==> src/rtl/wb_bus_arbiter_if.sv <==
// Wishbone B4 classic link bundle: one instance per master port and one for the shared slave bus.
interface wb_bus_arbiter_if #(
   parameter int unsigned ADDR_W = 32
);
   logic              cyc;
   logic              stb;
   logic              we;
   logic [3:0]        sel;
   logic [ADDR_W-1:0] addr;
   logic [31:0]       dat_w;
   logic [31:0]       dat_r;
   logic              ack;
   logic              err;

   modport master (
      output cyc, stb, we, sel, addr, dat_w,
      input  dat_r, ack, err
   );

   modport slave (
      input  cyc, stb, we, sel, addr, dat_w,
      output dat_r, ack, err
   );
endinterface

==> src/rtl/wb_bus_arbiter.sv <==
// Two-master Wishbone arbiter (m0 = fetch, m1 = data) with a stalled-transfer watchdog.
// Define WB_ARB_ROUND_ROBIN_EN to break simultaneous requests by last owner instead of data priority.
module wb_bus_arbiter #(
   parameter int unsigned TIMEOUT = 16,
   parameter int unsigned ADDR_W  = 32
) (
   input  logic             clk_i,
   input  logic             rst_ni,
   wb_bus_arbiter_if.slave  m0,
   wb_bus_arbiter_if.slave  m1,
   wb_bus_arbiter_if.master wbs,
   output logic [1:0]       grant_o,
   output logic             timeout_o
);

   typedef enum logic [1:0] {StIdle, StGnt0, StGnt1} state_e;

   localparam logic [7:0] WdogLast = 8'(TIMEOUT - 1);

   state_e            state_q, state_d;
   logic [7:0]        wdog_q, wdog_d;
   logic              gnt0, gnt1;
   logic              own_cyc, own_stb, own_we;
   logic [3:0]        own_sel;
   logic [ADDR_W-1:0] own_addr;
   logic [31:0]       own_dat;
   logic              fire;
   state_e            both_pick;

`ifdef WB_ARB_ROUND_ROBIN_EN
   logic last_q, last_d;

   assign both_pick = last_q ? StGnt0 : StGnt1;

   always_comb begin
      last_d = last_q;
      if (state_q == StIdle && state_d == StGnt1) begin
         last_d = 1'b1;
      end else if (state_q == StIdle && state_d == StGnt0) begin
         last_d = 1'b0;
      end
   end

   always_ff @(posedge clk_i or negedge rst_ni) begin
      if (!rst_ni) begin
         last_q <= 1'b0;
      end else begin
         last_q <= last_d;
      end
   end
`else
   assign both_pick = StGnt1;
`endif

   assign gnt0 = (state_q == StGnt0);
   assign gnt1 = (state_q == StGnt1);

   always_comb begin
      own_cyc  = 1'b0;
      own_stb  = 1'b0;
      own_we   = 1'b0;
      own_sel  = '0;
      own_addr = '0;
      own_dat  = '0;
      if (gnt1) begin
         own_cyc  = m1.cyc;
         own_stb  = m1.stb;
         own_we   = m1.we;
         own_sel  = m1.sel;
         own_addr = m1.addr;
         own_dat  = m1.dat_w;
      end else if (gnt0) begin
         own_cyc  = m0.cyc;
         own_stb  = m0.stb;
         own_we   = m0.we;
         own_sel  = m0.sel;
         own_addr = m0.addr;
         own_dat  = m0.dat_w;
      end
   end

   always_comb begin
      state_d = state_q;
      wdog_d  = wdog_q;
      fire    = 1'b0;
      unique case (state_q)
         StIdle: begin
            wdog_d = '0;
            if (m0.cyc && m1.cyc) begin
               state_d = both_pick;
            end else if (m1.cyc) begin
               state_d = StGnt1;
            end else if (m0.cyc) begin
               state_d = StGnt0;
            end
         end
         StGnt0, StGnt1: begin
            if (wbs.ack || wbs.err) begin
               wdog_d = '0;
            end else if (own_stb) begin
               if (wdog_q == WdogLast) begin
                  fire   = 1'b1;
                  wdog_d = '0;
               end else begin
                  wdog_d = wdog_q + 8'd1;
               end
            end
            // Releasing to idle (not straight to the other master) guarantees a gap cycle.
            if (fire || !own_cyc) begin
               state_d = StIdle;
            end
         end
         default: begin
            state_d = StIdle;
            wdog_d  = '0;
         end
      endcase
   end

   always_ff @(posedge clk_i or negedge rst_ni) begin
      if (!rst_ni) begin
         state_q <= StIdle;
         wdog_q  <= '0;
      end else begin
         state_q <= state_d;
         wdog_q  <= wdog_d;
      end
   end

   // A watchdog abort withdraws the request from the slave in the same cycle it errs the master.
   assign wbs.cyc   = own_cyc & ~fire;
   assign wbs.stb   = own_stb & ~fire;
   assign wbs.we    = own_we;
   assign wbs.sel   = own_sel;
   assign wbs.addr  = own_addr;
   assign wbs.dat_w = own_dat;

   assign m0.ack   = gnt0 & wbs.ack;
   assign m0.err   = gnt0 & (wbs.err | fire);
   assign m0.dat_r = gnt0 ? wbs.dat_r : 32'd0;
   assign m1.ack   = gnt1 & wbs.ack;
   assign m1.err   = gnt1 & (wbs.err | fire);
   assign m1.dat_r = gnt1 ? wbs.dat_r : 32'd0;

   assign grant_o   = {gnt1, gnt0};
   assign timeout_o = fire;

endmodule

==> src/flat_wrapper.sv <==
// flat-port wrapper written by rule: the top's interface ports become plain ports
module wb_bus_arbiter_flat 
#(
   parameter int unsigned TIMEOUT = 16,
   parameter int unsigned ADDR_W  = 32
)
  (clk_i, rst_ni, grant_o, timeout_o, m0_cyc, m0_stb, m0_we, m0_sel, m0_addr, m0_dat_w, m0_dat_r, m0_ack, m0_err, m1_cyc, m1_stb, m1_we, m1_sel, m1_addr, m1_dat_w, m1_dat_r, m1_ack, m1_err, wbs_cyc, wbs_stb, wbs_we, wbs_sel, wbs_addr, wbs_dat_w, wbs_dat_r, wbs_ack, wbs_err);
  wb_bus_arbiter_if #(.ADDR_W(ADDR_W)) m0_i ();
  wb_bus_arbiter_if #(.ADDR_W(ADDR_W)) m1_i ();
  wb_bus_arbiter_if #(.ADDR_W(ADDR_W)) wbs_i ();
  input  logic clk_i;
  input  logic rst_ni;
  output logic [1:0] grant_o;
  output logic timeout_o;
  input wire logic [$bits(m0_i.cyc)-1:0] m0_cyc;
  input wire logic [$bits(m0_i.stb)-1:0] m0_stb;
  input wire logic [$bits(m0_i.we)-1:0] m0_we;
  input wire logic [$bits(m0_i.sel)-1:0] m0_sel;
  input wire logic [$bits(m0_i.addr)-1:0] m0_addr;
  input wire logic [$bits(m0_i.dat_w)-1:0] m0_dat_w;
  output wire logic [$bits(m0_i.dat_r)-1:0] m0_dat_r;
  output wire logic [$bits(m0_i.ack)-1:0] m0_ack;
  output wire logic [$bits(m0_i.err)-1:0] m0_err;
  input wire logic [$bits(m1_i.cyc)-1:0] m1_cyc;
  input wire logic [$bits(m1_i.stb)-1:0] m1_stb;
  input wire logic [$bits(m1_i.we)-1:0] m1_we;
  input wire logic [$bits(m1_i.sel)-1:0] m1_sel;
  input wire logic [$bits(m1_i.addr)-1:0] m1_addr;
  input wire logic [$bits(m1_i.dat_w)-1:0] m1_dat_w;
  output wire logic [$bits(m1_i.dat_r)-1:0] m1_dat_r;
  output wire logic [$bits(m1_i.ack)-1:0] m1_ack;
  output wire logic [$bits(m1_i.err)-1:0] m1_err;
  output wire logic [$bits(wbs_i.cyc)-1:0] wbs_cyc;
  output wire logic [$bits(wbs_i.stb)-1:0] wbs_stb;
  output wire logic [$bits(wbs_i.we)-1:0] wbs_we;
  output wire logic [$bits(wbs_i.sel)-1:0] wbs_sel;
  output wire logic [$bits(wbs_i.addr)-1:0] wbs_addr;
  output wire logic [$bits(wbs_i.dat_w)-1:0] wbs_dat_w;
  input wire logic [$bits(wbs_i.dat_r)-1:0] wbs_dat_r;
  input wire logic [$bits(wbs_i.ack)-1:0] wbs_ack;
  input wire logic [$bits(wbs_i.err)-1:0] wbs_err;
  assign m0_i.cyc = m0_cyc;
  assign m0_i.stb = m0_stb;
  assign m0_i.we = m0_we;
  assign m0_i.sel = m0_sel;
  assign m0_i.addr = m0_addr;
  assign m0_i.dat_w = m0_dat_w;
  assign m0_dat_r = m0_i.dat_r;
  assign m0_ack = m0_i.ack;
  assign m0_err = m0_i.err;
  assign m1_i.cyc = m1_cyc;
  assign m1_i.stb = m1_stb;
  assign m1_i.we = m1_we;
  assign m1_i.sel = m1_sel;
  assign m1_i.addr = m1_addr;
  assign m1_i.dat_w = m1_dat_w;
  assign m1_dat_r = m1_i.dat_r;
  assign m1_ack = m1_i.ack;
  assign m1_err = m1_i.err;
  assign wbs_cyc = wbs_i.cyc;
  assign wbs_stb = wbs_i.stb;
  assign wbs_we = wbs_i.we;
  assign wbs_sel = wbs_i.sel;
  assign wbs_addr = wbs_i.addr;
  assign wbs_dat_w = wbs_i.dat_w;
  assign wbs_i.dat_r = wbs_dat_r;
  assign wbs_i.ack = wbs_ack;
  assign wbs_i.err = wbs_err;
  wb_bus_arbiter #(.TIMEOUT(TIMEOUT), .ADDR_W(ADDR_W)) u_core (.clk_i(clk_i), .rst_ni(rst_ni), .m0(m0_i), .m1(m1_i), .wbs(wbs_i), .grant_o(grant_o), .timeout_o(timeout_o));
endmodule
==> config.mk <==
export PLATFORM = sky130hd
export DESIGN_NAME = wb_bus_arbiter_flat
export DESIGN_NICKNAME = d
export VERILOG_FILES = /design/src/rtl/wb_bus_arbiter_if.sv /design/src/rtl/wb_bus_arbiter.sv /design/src/flat_wrapper.sv
export SDC_FILE = /design/constraint.sdc
export NUM_CORES = 1
export LEC_CHECK = 0
export CORE_AREA = 5 5 123 125
export CTS_CLUSTER_DIAMETER = 40
export DETAILED_ROUTE_END_ITERATION = 10
export DIE_AREA = 0 0 128 130
export SYNTH_ARGS = -nofsm -noshare
export SYNTH_HDL_FRONTEND = slang
export SYNTH_SLANG_ARGS = --single-unit
==> constraint.sdc <==
create_clock -name clk_i -period 3.1 [get_ports clk_i]
set_clock_uncertainty 0.15 [all_clocks]
set_input_delay 0.465 -clock clk_i [delete_from_list [all_inputs] [get_ports clk_i]]
set_output_delay 0.465 -clock clk_i [all_outputs]
set_load 0.005 [all_outputs]
==> qor.json, run 1 <==
{
  "worst-path-buf-inv": 1,
  "pwr_density_cell_nw_per_um2": 610.3,
  "maxSlewHeadroom": 0.6742,
  "gr_ovfl_total": 0,
  "reg2reg_slack_ps": 810,
  "worstSetupEndpointType": "output pin",
  "crit_path_cell_trace": "or4_4 > a211oi_2 > a21oi_1 > nor2b_1 > clkdlybuf4s50_1",
  "critical_path_required_ps": 2480,
  "tns_ps": 0,
  "max_stage_delay_ps": 590,
  "reg2regPathDepth": 6,
  "cts_hold_buf": 0,
  "cts_sinks": 10,
  "fin_crit_ps": 2977,
  "n_fill_cell": 1428,
  "yosys_warnings": 0,
  "wl_final_mm": 14.86,
  "synthArstFlopShare": 1.000,
  "grt_first_pass_wirelength_mm": 20.31,
  "fp.dieW_um": 128,
  "average_cell_area_after_synthesis_um2": 7.692,
  "post_synth_instance_area_um2": 1823,
  "root_buffer": "sky130_fd_sc_hd__clkbuf_16",
  "initial_utilization": 0.1324,
  "period_share": 0.9605,
  "post-route-cell-area_um2": 5321,
  "crit_fanout": 4,
  "synth_top_flop_cell": "sky130_fd_sc_hd__dfrtp_1",
  "htree_levels": 1,
  "number_of_gates_resized_after_cts": 1,
  "crit_path_top_delay_cell": "sky130_fd_sc_hd__or4_4",
  "clock_tree.buffer_depth": 2,
  "synthesis.nets": 419,
  "max_cap_violations": 0,
  "wl_per_cell_um": 20.61,
  "fin_ws_ps": 122.5,
  "port_buffers": 319,
  "drc": 0,
  "count_of_buffers_added_by_post_cts_timing_repair_for_setup": 0,
  "critical_register_to_register_path_endpoint": "u_core.wdog_q[6]",
  "rsz0062_at_grt": "no",
  "critical-path-top-delay-family": "simple AND/OR/NAND/NOR gates",
  "cp_class": "register to output pin",
  "cts.reportedPaths.clkPinSlew_ps": 40,
  "dieArea_um2": 16640,
  "regToRegStartpoint": "u_core.state_q[1]",
  "met3_routed_wirelength_um": 948,
  "dpl.hpwl_mm": 12.99,
  "die_height_um": 130,
  "antenna_cells": 0,
  "grt_start_max_net_pins": 70,
  "hold_path_class": "primary input to asynchronous set/reset pin",
  "timing.final.max_slew_violations": 0,
  "grt_antenna_before_repair": 0,
  "achievable-frequency_mhz": 335.9,
  "tritoncts": "built",
  "worst-endpoint-arrival_ps": 2360,
  "post_dp_cell_area_um2": 5241,
  "row_count": 43,
  "area_growth_pct": 191.9,
  "grt_pass1_vias": 3270,
  "globalplace.congestion": 0.8733,
  "io_pins": 320,
  "initialDrtViolationCount": 154,
  "finalSetupViolCount": 0,
  "groute.usage.overall": 0.1589,
  "hold_viol": 0,
  "status": "completed",
  "wl_met2_mm": 8.673,
  "drt_pass1_iterations": 4,
  "seq_area_frac_synth": 0.1373,
  "synth_edf_count": 0,
  "p_leak_uw": 0.001981,
  "floorplan.core_area_um2": 13770,
  "worstSkewPairLatency_ps": 240,
  "m1WireLength_mm": 5.096,
  "nNetsFinal": 725,
  "highest_layer": "met4",
  "routed-via-count": 3083,
  "worst_ir_drop_vdd_mv": 0.2790,
  "netlist-cell-type-count": 39,
  "start_kind": "register",
  "detail_route.vias_per_cell": 4.276,
  "count_of_nets_left_with_antenna_violations_after_detail_routing": 0,
  "tritoncts.num_buffers": 3,
  "postSynthRegisterBits": 10,
  "synth_cells": 237,
  "proportion_of_layout_cells_with_a_drive_suffix_above_1": 0.03142,
  "tightest_slew_ps": 487.2,
  "post_place_setup_slack_ps": 110.0
}
## logic make-up (layout without fill, tap and decap cells)
| family | Yosys count | in the layout | share of synthesized area |
|---|---|---|---|
| AO/OA/AOI/OAI | 91 | 91 | 0.4221 |
| buffers and inverters | 31 | 335 | 0.06795 |
| flip-flops | 10 | 10 | 0.1373 |
| AND/OR/NAND/NOR | 97 | 97 | 0.3253 |
| adder cells (fa/ha/maj) | 4 | 4 | 0.02745 |
| XOR/XNOR | 3 | 3 | 0.01442 |
| multiplexers | 1 | 1 | 0.005491 |
## area by class of cell
| class | count | area [um^2] | area share |
|---|---|---|---|
| clock buffer | 3 | 75.07 | 0.01411 |
| inverter | 5 | 18.77 | 0.003527 |
| multi-input combinational | 196 | 1474 | 0.2770 |
| sequential | 10 | 250.2 | 0.04703 |
| tap | 180 | 225.2 | 0.04232 |
| timing repair buffer | 327 | 3278 | 0.6160 |
## report_power, final
part / switching, uW / internal (uW) / leakage, uW
logic: 1140 / 1720 / 0.00181
registers: 14.2 / 145 / 0.000137
clock network: 60.0 / 167 / 0.0000370
total: 1210 / 2040 / 0.00198
## worst register-to-register path: stages, from the launching register on
cell	delay [ps]
sky130_fd_sc_hd__dfrtp_1	410
sky130_fd_sc_hd__inv_1	90
sky130_fd_sc_hd__ha_1	340
sky130_fd_sc_hd__or3b_1	450
sky130_fd_sc_hd__o311ai_1	470
sky130_fd_sc_hd__o21ai_0	150
sky130_fd_sc_hd__a21oi_1	150
## routing by layer
layer	track usage	vias to the layer above
met5	0	-
met4	0.01873	0
met3	0.03971	11
met2	0.3222	123
met1	0.1686	1452
li1	-	1497
## sequential cells by signal, indices dropped and copies added, names as in the netlist
name            cells
u_core.state_q      2
u_core.wdog_q       8
## worst max-delay path by stage
stage                           start      end  slack (ps)  depth (start not counted)
floorplan           u_core.state_q[0]  wbs_cyc         780                          7
global placement               m0_stb   m0_err         110                          6
detailed placement             m0_stb   m1_err         110                          6
CTS                  u_core.wdog_q[5]   m1_err         100                          5
global route         u_core.wdog_q[5]   m0_err          10                          5
finish               u_core.wdog_q[5]   m0_err         120                          5
## through the flow
stage,utilization,cells,hold WS (ps),power (uW)
after floorplan,-,237,19.41,1206
after global placement,0.3805,718,359.1,3053
after detailed placement,0.3805,718,392.3,3060
after CTS,0.3864,721,399.4,3312
after global routing,0.3864,721,431.3,3448
final,0.3864,721,405.4,3248
## cells in the mapped netlist, drive strengths merged, types with 2 or more instances
| library cell | n | area, um^2 |
|---|---|---|
| a311oi | 2 | 17.52 |
| xnor2 | 2 | 17.52 |
| a22o | 69 | 604.3 |
| nand2 | 5 | 18.77 |
| and2 | 69 | 431.7 |
| or4 | 2 | 18.77 |
| nand3 | 3 | 15.01 |
| a21oi | 6 | 30.03 |
| nor2 | 6 | 22.52 |
| nor2b | 3 | 18.77 |
| buf | 2 | 15.01 |
| ha | 4 | 50.05 |
| clkbuf | 24 | 90.09 |
| dfrtp | 10 | 250.2 |
| o21ai | 4 | 20.02 |
| inv | 5 | 18.77 |
## placed cells by master (no fill, tap or decap), types with 2 or more instances in the layout
| master | n |
|---|---|
| sky130_fd_sc_hd__nor2b_1 | 2 |
| sky130_fd_sc_hd__clkbuf_16 | 3 |
| sky130_fd_sc_hd__nand2_1 | 5 |
| sky130_fd_sc_hd__and2_1 | 69 |
| sky130_fd_sc_hd__a21oi_1 | 6 |
| sky130_fd_sc_hd__o21ai_0 | 2 |
| sky130_fd_sc_hd__a22o_1 | 69 |
| sky130_fd_sc_hd__buf_12 | 2 |
| sky130_fd_sc_hd__ha_1 | 3 |
| sky130_fd_sc_hd__buf_4 | 6 |
| sky130_fd_sc_hd__o21ai_1 | 2 |
| sky130_fd_sc_hd__nor2_1 | 6 |
| sky130_fd_sc_hd__dfrtp_1 | 10 |
| sky130_fd_sc_hd__xnor2_1 | 2 |
| sky130_fd_sc_hd__inv_1 | 5 |
| sky130_fd_sc_hd__a311oi_1 | 2 |
| sky130_fd_sc_hd__nand3_1 | 3 |
| sky130_fd_sc_hd__clkdlybuf4s50_1 | 319 |
(Power assumes the default switching activity.)
==> run 2, diff against run 1 <==
- CORE_AREA: 5 5 123 125 -> 10 10 115 117
- DIE_AREA: 0 0 128 130 -> 0 0 125 127
- PLACE_DENSITY: default -> 0.67
==> run 2 against run 1 <==
  * First-iteration DRC count decreased by 8.4%
  * Critical path type unchanged
  * Clock-buffer cell count did not move
  * Non-clock buffer count stayed put
  * Core utilization increased by 8.8 points
==> qor.json, run 2 (same netlist as run 1, synthesis figures left out) <==
{
  "status": {"value": "completed", "change": "unchanged"},
  "antenna_cells": {"value": 0, "change": "unchanged"},
  "worst-path-buf-inv": {"value": 1, "change": "unchanged"},
  "grt_first_pass_wirelength": {"value": 22.55, "unit": "mm", "change": "was 20.31 mm"},
  "max_cap_violations": {"value": 0, "change": "unchanged"},
  "fp.dieW": {"value": 125, "unit": "um", "change": "was 128 um"},
  "globalplace.congestion": {"value": 0.8680, "change": "was 0.8733"},
  "worstSetupEndpointType": {"value": "output pin", "change": "unchanged"},
  "rsz0062_at_grt": {"value": "no", "change": "unchanged"},
  "gr_ovfl_total": {"value": 0, "change": "unchanged"},
  "achievable-frequency": {"value": 338.9, "unit": "MHz", "change": "was 335.9 MHz"},
  "crit_fanout": {"value": 4, "change": "unchanged"},
  "initialDrtViolationCount": {"value": 141, "change": "was 154"},
  "leading_registers_by_flop_count": {"value": "u_core.wdog_q: 8 flops, u_core.state_q: 2 flops", "change": "unchanged"},
  "dpl.hpwl": {"value": 14.23, "unit": "mm", "change": "was 12.99 mm"},
  "timing.final.max_slew_violations": {"value": 0, "change": "unchanged"},
  "layout.cells.most_common_list": {"value": "sky130_fd_sc_hd__clkdlybuf4s50_1 (319), sky130_fd_sc_hd__and2_1 (69), sky130_fd_sc_hd__a22o_1 (69), sky130_fd_sc_hd__dfrtp_1 (10)", "change": "unchanged"},
  "dp_cells": {"value": 681, "change": "was 718"},
  "regToRegStartpoint": {"value": "u_core.state_q[1]", "change": "unchanged"},
  "groute.usage.overall": {"value": 0.1825, "change": "was 0.1589"},
  "pwr_density_cell": {"value": 616.1, "unit": "nW/um^2", "change": "was 610.3 nW/um^2"},
  "worstSkewPairLatency": {"value": 240, "unit": "ps", "change": "about the same"},
  "tightest_slew": {"value": 509.4, "unit": "ps", "change": "was 487.2 ps"},
  "proportion_of_layout_cells_with_a_drive_suffix_above_1": {"value": 0.03142, "change": "unchanged"},
  "worst_setup_path_startpoint": {"value": "u_core.wdog_q[5]", "change": "unchanged"},
  "wl_final": {"value": 16.19, "unit": "mm", "change": "was 14.86 mm"},
  "tritoncts.num_buffers": {"value": 3, "change": "unchanged"},
  "critPathCapture": {"value": "m0_err", "change": "unchanged"},
  "count_of_buffers_added_by_post_cts_timing_repair_for_setup": {"value": 0, "change": "unchanged"},
  "initial_utilization": {"value": 0.1639, "change": "was 0.1324"},
  "htree_levels": {"value": 1, "change": "unchanged"},
  "fin_ws": {"value": 149.0, "unit": "ps", "change": "was 122.5 ps"},
  "maxSlewHeadroom": {"value": 0.6594, "change": "was 0.6742"},
  "cts_sinks": {"value": 10, "change": "unchanged"},
  "largest-register": {"value": "u_core.wdog_q", "change": "unchanged"},
  "tns": {"value": 0, "unit": "ps", "change": "unchanged"},
  "finalSetupViolCount": {"value": 0, "change": "unchanged"},
  "reg2reg_slack": {"value": 790, "unit": "ps", "change": "was 810 ps"},
  "row_count": {"value": 39, "change": "was 43"},
  "area_growth": {"value": 189.3, "unit": "%", "change": "was 191.9%"},
  "hold_viol": {"value": 0, "change": "unchanged"},
  "floorplan.core_area": {"value": 11130, "unit": "um^2", "change": "was 13770 um^2"},
  "path_depth": {"value": 5, "change": "unchanged"},
  "die_height": {"value": 127, "unit": "um", "change": "was 130 um"},
  "grt_antenna_before_repair": {"value": 0, "change": "unchanged"},
  "largest_register_ff_count": {"value": 8, "change": "unchanged"},
  "fin_crit": {"value": 2951, "unit": "ps", "change": "was 2977 ps"},
  "post_place_setup_slack": {"value": 157.4, "unit": "ps", "change": "was 110.0 ps"},
  "io_pins": {"value": 320, "change": "unchanged"},
  "drc": {"value": 0, "change": "unchanged"},
  "worst-endpoint-arrival": {"value": 2340, "unit": "ps", "change": "was 2360 ps"},
  "routed-via-count": {"value": 3099, "change": "was 3083"},
  "grt_pass1_vias": {"value": 3332, "change": "was 3270"},
  "count_of_nets_left_with_antenna_violations_after_detail_routing": {"value": 0, "change": "unchanged"},
  "worst_ir_drop_vdd": {"value": 0.5308, "unit": "mV", "change": "was 0.2790 mV"},
  "finalPower": {"value": 3249, "unit": "uW", "change": "was 3248 uW"},
  "crit_path_top_delay_cell": {"value": "sky130_fd_sc_hd__or4_4", "change": "unchanged"},
  "cts.reportedPaths.clkPinSlew": {"value": 40, "unit": "ps", "change": "about the same"},
  "detail_route.vias_per_cell": {"value": 4.531, "change": "was 4.276"},
  "n_fill_cell": {"value": 1088, "change": "was 1428"},
  "root_buffer": {"value": "sky130_fd_sc_hd__clkbuf_16", "change": "unchanged"},
  "tritoncts": {"value": "built", "change": "unchanged"},
  "crit_path_cell_trace": {"value": "or4_4 > a211oi_4 > a21oi_1 > nor2b_1 > clkdlybuf4s50_1", "change": "was or4_4 > a211oi_2 > a21oi_1 > nor2b_1 > clkdlybuf4s50_1"},
  "critical_path_required": {"value": 2480, "unit": "ps", "change": "about the same"},
  "clock_tree.buffer_depth": {"value": 2, "change": "unchanged"},
  "start_kind": {"value": "register", "change": "unchanged"},
  "critical_register_to_register_path_endpoint": {"value": "u_core.wdog_q[7]", "change": "was u_core.wdog_q[6]"},
  "drt_pass1_iterations": {"value": 4, "change": "unchanged"},
  "hold_path_class": {"value": "register to register", "change": "was primary input to asynchronous set/reset pin"},
  "leading_cell_type_in_the_layout_fill_and_taps_excluded": {"value": "sky130_fd_sc_hd__clkdlybuf4s50_1", "change": "unchanged"},
  "max_stage_delay": {"value": 600, "unit": "ps", "change": "was 590 ps"},
  "cp_class": {"value": "register to output pin", "change": "unchanged"},
  "p_leak": {"value": 0.001979, "unit": "uW", "change": "was 0.001981 uW"},
  "cts_hold_buf": {"value": 0, "change": "unchanged"},
  "dieArea": {"value": 15880, "unit": "um^2", "change": "was 16640 um^2"},
  "stdcell_count": {"value": 684, "change": "was 721"},
  "port_buffers": {"value": 319, "change": "unchanged"},
  "critical-path-top-delay-family": {"value": "simple AND/OR/NAND/NOR gates", "change": "unchanged"},
  "grt_start_max_net_pins": {"value": 71, "change": "was 70"},
  "wl_per_cell": {"value": 23.67, "unit": "um", "change": "was 20.61 um"},
  "period_share": {"value": 0.9519, "change": "was 0.9605"},
  "nNetsFinal": {"value": 725, "change": "unchanged"},
  "reg2regPathDepth": {"value": 6, "change": "unchanged"}
}
[run 2: cell counts in the layout (fill, tap and decap cells not counted)]
No cell type changed its count.
[run 2: what timing repair did]
action                                  4_1_cts  5_1_grt
endpoints found under the setup margin        1       14
gates resized for setup                       1        2
pin swaps                                     0        0
[run 2: metrics by stage]
step | util | area [um^2] | hold slack [ps]
finish | 0.4740 | 5274 | 410.0
global route | 0.4740 | 5274 | 426.0
CTS | 0.4730 | 5263 | 407.8
detailed placement | 0.4658 | 5182 | 401.3
global placement | 0.4658 | 5182 | 355.4
floorplan | - | 1823 | 19.41
[run 2: worst min-delay path by stage]
stage | start | to | slack [ps] | depth (start not counted)
floorplan | rst_ni | u_core.state_q[0] | 20 | 0
global placement | u_core.wdog_q[3] | u_core.wdog_q[3] | 360 | 1
detailed placement | u_core.wdog_q[7] | u_core.wdog_q[7] | 400 | 2
CTS | u_core.wdog_q[7] | u_core.wdog_q[7] | 410 | 2
global route | u_core.state_q[1] | u_core.state_q[1] | 430 | 1
finish | u_core.wdog_q[7] | u_core.wdog_q[7] | 410 | 2
[run 2: metal layers]
layer | up-vias | global-route usage | part of all wire
met5 | - | 0 | 0
met4 | 0 | 0.02236 | 0.012
met3 | 11 | 0.05376 | 0.067
met2 | 125 | 0.3820 | 0.59
met1 | 1471 | 0.1729 | 0.33
li1 | 1492 | - | -
[run 2: worst register-to-register path: cells and delay by family (launching register included)]
| family | cells | cell delay (ps) |
|---|---|---|
| adder cells (fa/ha/maj) | 1 | 370 |
| AND/OR/NAND/NOR | 2 | 630 |
| AO/OA/AOI/OAI | 2 | 560 |
| buffers and inverters | 1 | 90 |
| flip-flops | 1 | 390 |
[run 2: area by class of cell]
cell class                 instances  area (um^2)  share of cell area
tap                              143        178.9             0.03393
multi-input combinational        196         1481              0.2809
clock buffer                       3        75.07             0.01423
sequential                        10        250.2             0.04745
timing repair buffer             327         3269              0.6199
inverter                           5        18.77            0.003559
[run 2: power by group]
| part | switching, uW | internal (uW) | total [uW] |
|---|---|---|---|
| sequential | 11.9 | 145 | 157 |
| clock | 58.2 | 167 | 225 |
| combinational | 1150 | 1720 | 2870 |
| total | 1220 | 2030 | 3250 |
==> run 3, diff against run 2 <==
==> constraint.sdc (replaced) <==
create_clock -name clk_i -period 3.1 [get_ports clk_i]
set_clock_uncertainty 0.15 [all_clocks]
set_input_delay 0.31 -clock clk_i [delete_from_list [all_inputs] [get_ports clk_i]]
set_output_delay 0.31 -clock clk_i [all_outputs]
set_load 0.005 [all_outputs]
==> run 3 against run 2 <==
  * Total power decreased by 0.23%
  * Clock power decreased by 2%
  * Register-to-register slack got worse by 40 ps
==> qor.json, run 3 (same netlist as run 1, synthesis figures left out) <==
{
  "tns": {"value": 0, "unit": "ps", "change": "unchanged"},
  "post-route-util": {"value": 0.4728, "change": "was 0.4740"},
  "leading_registers_by_flop_count": {"value": "u_core.wdog_q: 8 flops, u_core.state_q: 2 flops", "change": "unchanged"},
  "htree_levels": {"value": 1, "change": "unchanged"},
  "clock_tree.buffer_depth": {"value": 2, "change": "unchanged"},
  "fin_ws": {"value": 156.1, "unit": "ps", "change": "was 149.0 ps"},
  "critPathCapture": {"value": "m0_err", "change": "unchanged"},
  "port_buffers": {"value": 319, "change": "unchanged"},
  "io_pins": {"value": 320, "change": "unchanged"},
  "dieArea": {"value": 15880, "unit": "um^2", "change": "unchanged"},
  "timing.final.max_slew_violations": {"value": 0, "change": "unchanged"},
  "critical_path_required": {"value": 2640, "unit": "ps", "change": "was 2480 ps"},
  "p_leak": {"value": 0.001970, "unit": "uW", "change": "was 0.001979 uW"},
  "wl_final": {"value": 15.97, "unit": "mm", "change": "was 16.19 mm"},
  "groute.usage.overall": {"value": 0.1803, "change": "was 0.1825"},
  "worst_setup_path_startpoint": {"value": "u_core.wdog_q[5]", "change": "unchanged"},
  "regToRegStartpoint": {"value": "u_core.state_q[1]", "change": "unchanged"},
  "cp_class": {"value": "register to output pin", "change": "unchanged"},
  "wl_per_cell": {"value": 23.45, "unit": "um", "change": "was 23.67 um"},
  "grt_start_max_net_pins": {"value": 106, "change": "was 71"},
  "nNetsFinal": {"value": 722, "change": "was 725"},
  "worstSkewPairLatency": {"value": 230, "unit": "ps", "change": "was 240 ps"},
  "area_growth": {"value": 188.5, "unit": "%", "change": "was 189.3%"},
  "rsz0062_at_grt": {"value": "no", "change": "unchanged"},
  "dpl.hpwl": {"value": 14.25, "unit": "mm", "change": "was 14.23 mm"},
  "grt_first_pass_wirelength": {"value": 22.33, "unit": "mm", "change": "was 22.55 mm"},
  "worstSetupEndpointType": {"value": "output pin", "change": "unchanged"},
  "start_kind": {"value": "register", "change": "unchanged"},
  "row_count": {"value": 39, "change": "unchanged"},
  "fp.dieW": {"value": 125, "unit": "um", "change": "unchanged"},
  "die_height": {"value": 127, "unit": "um", "change": "unchanged"},
  "root_buffer": {"value": "sky130_fd_sc_hd__clkbuf_16", "change": "unchanged"},
  "number_of_gates_resized_after_cts": {"value": 0, "change": "was 1"},
  "proportion_of_layout_cells_with_a_drive_suffix_above_1": {"value": 0.02416, "change": "was 0.03142"},
  "leading_cell_type_in_the_layout_fill_and_taps_excluded": {"value": "sky130_fd_sc_hd__clkdlybuf4s50_1", "change": "unchanged"},
  "grt_pass1_vias": {"value": 3353, "change": "was 3332"},
  "reg2reg_slack": {"value": 750, "unit": "ps", "change": "was 790 ps"},
  "drt_pass1_iterations": {"value": 4, "change": "unchanged"},
  "drc": {"value": 0, "change": "unchanged"},
  "routed-via-count": {"value": 3081, "change": "was 3099"},
  "initialDrtViolationCount": {"value": 170, "change": "was 141"},
  "worst_ir_drop_vdd": {"value": 1.192, "unit": "mV", "change": "was 0.5308 mV"},
  "layout.cells.most_common_list": {"value": "sky130_fd_sc_hd__clkdlybuf4s50_1 (319), sky130_fd_sc_hd__and2_1 (69), sky130_fd_sc_hd__a22o_1 (69), sky130_fd_sc_hd__dfrtp_1 (10)", "change": "unchanged"},
  "fin_crit": {"value": 2944, "unit": "ps", "change": "was 2951 ps"},
  "gr_ovfl_total": {"value": 0, "change": "unchanged"},
  "worst-endpoint-arrival": {"value": 2480, "unit": "ps", "change": "was 2340 ps"},
  "cts_sinks": {"value": 10, "change": "unchanged"},
  "globalplace.congestion": {"value": 0.8648, "change": "was 0.8680"},
  "tritoncts.num_buffers": {"value": 3, "change": "unchanged"},
  "max_cap_violations": {"value": 0, "change": "unchanged"},
  "tightest_slew": {"value": 557.8, "unit": "ps", "change": "was 509.4 ps"},
  "detail_route.vias_per_cell": {"value": 4.524, "change": "was 4.531"},
  "pwr_density_cell": {"value": 616.3, "unit": "nW/um^2", "change": "was 616.1 nW/um^2"},
  "maxSlewHeadroom": {"value": 0.6273, "change": "was 0.6594"},
  "post_place_setup_slack": {"value": 418.7, "unit": "ps", "change": "was 157.4 ps"},
  "largest-register": {"value": "u_core.wdog_q", "change": "unchanged"},
  "hold_path_class": {"value": "primary input to asynchronous set/reset pin", "change": "was register to register"},
  "cts_hold_buf": {"value": 0, "change": "unchanged"},
  "grt_antenna_before_repair": {"value": 1, "change": "was 0"},
  "count_of_buffers_added_by_post_cts_timing_repair_for_setup": {"value": 0, "change": "unchanged"},
  "achievable-frequency": {"value": 339.7, "unit": "MHz", "change": "was 338.9 MHz"},
  "floorplan.core_area": {"value": 11130, "unit": "um^2", "change": "unchanged"},
  "hold_viol": {"value": 0, "change": "unchanged"},
  "tritoncts": {"value": "built", "change": "unchanged"},
  "finalSetupViolCount": {"value": 0, "change": "unchanged"},
  "antenna_cells": {"value": 0, "change": "unchanged"},
  "status": {"value": "completed", "change": "unchanged"},
  "crit_fanout": {"value": 4, "change": "unchanged"},
  "largest_register_ff_count": {"value": 8, "change": "unchanged"},
  "critical_register_to_register_path_endpoint": {"value": "u_core.wdog_q[7]", "change": "unchanged"},
  "cts.reportedPaths.clkPinSlew": {"value": 40, "unit": "ps", "change": "about the same"},
  "period_share": {"value": 0.9497, "change": "was 0.9519"},
  "count_of_nets_left_with_antenna_violations_after_detail_routing": {"value": 0, "change": "unchanged"},
  "reg2regPathDepth": {"value": 7, "change": "was 6"},
  "initial_utilization": {"value": 0.1639, "change": "unchanged"}
}
## run 3: stage by stage
step	hold slack, ps	power (uW)	cell area, um^2	cells
floorplan	-135.6	1206	1823	237
global placement	357.2	3049	5185	678
detailed placement	379.0	3073	5185	678
CTS	256.7	3315	5260	681
global route	285.3	3442	5260	681
finish	242.6	3242	5260	681
## run 3: worst max-delay path, cell delays in order (launching register included)
cell and delay (ps):
sky130_fd_sc_hd__dfrtp_1 400, sky130_fd_sc_hd__or4_4 590, sky130_fd_sc_hd__a211oi_1 390, sky130_fd_sc_hd__a21oi_1 200, sky130_fd_sc_hd__nor2b_1 160, sky130_fd_sc_hd__clkdlybuf4s50_1 520
## run 3: layout make-up
cell class	instances	area, um^2
inverter	5	18.77
timing repair buffer	324	3268
fill	1108	5866
sequential	10	250.2
tap	143	178.9
clock buffer	3	75.07
multi-input combinational	196	1469
## run 3: power breakdown
| part | switching [uW] | internal, uW |
|---|---|---|
| registers | 12.4 | 145 |
| clock network | 53.4 | 167 |
| logic | 1140 | 1730 |
## run 3: worst min path at each step
stage / from / to / slack, ps / cells past startpoint
2_1_floorplan: rst_ni / u_core.state_q[0] / -140 / 0
3_3_place_gp: u_core.wdog_q[3] / u_core.wdog_q[3] / 360 / 1
3_5_place_dp: u_core.wdog_q[3] / u_core.wdog_q[3] / 380 / 1
4_1_cts: rst_ni / u_core.wdog_q[2] / 260 / 1
5_1_grt: rst_ni / u_core.wdog_q[3] / 290 / 1
6_report: rst_ni / u_core.wdog_q[1] / 240 / 1
## run 3: routing by layer
layer,share of wire,vias to the layer above,GRT usage
li1,-,1487,-
met1,0.32,1455,0.1708
met2,0.59,133,0.3712
met3,0.088,6,0.06162
met4,0.0080,0,0.02168
met5,0,-,0
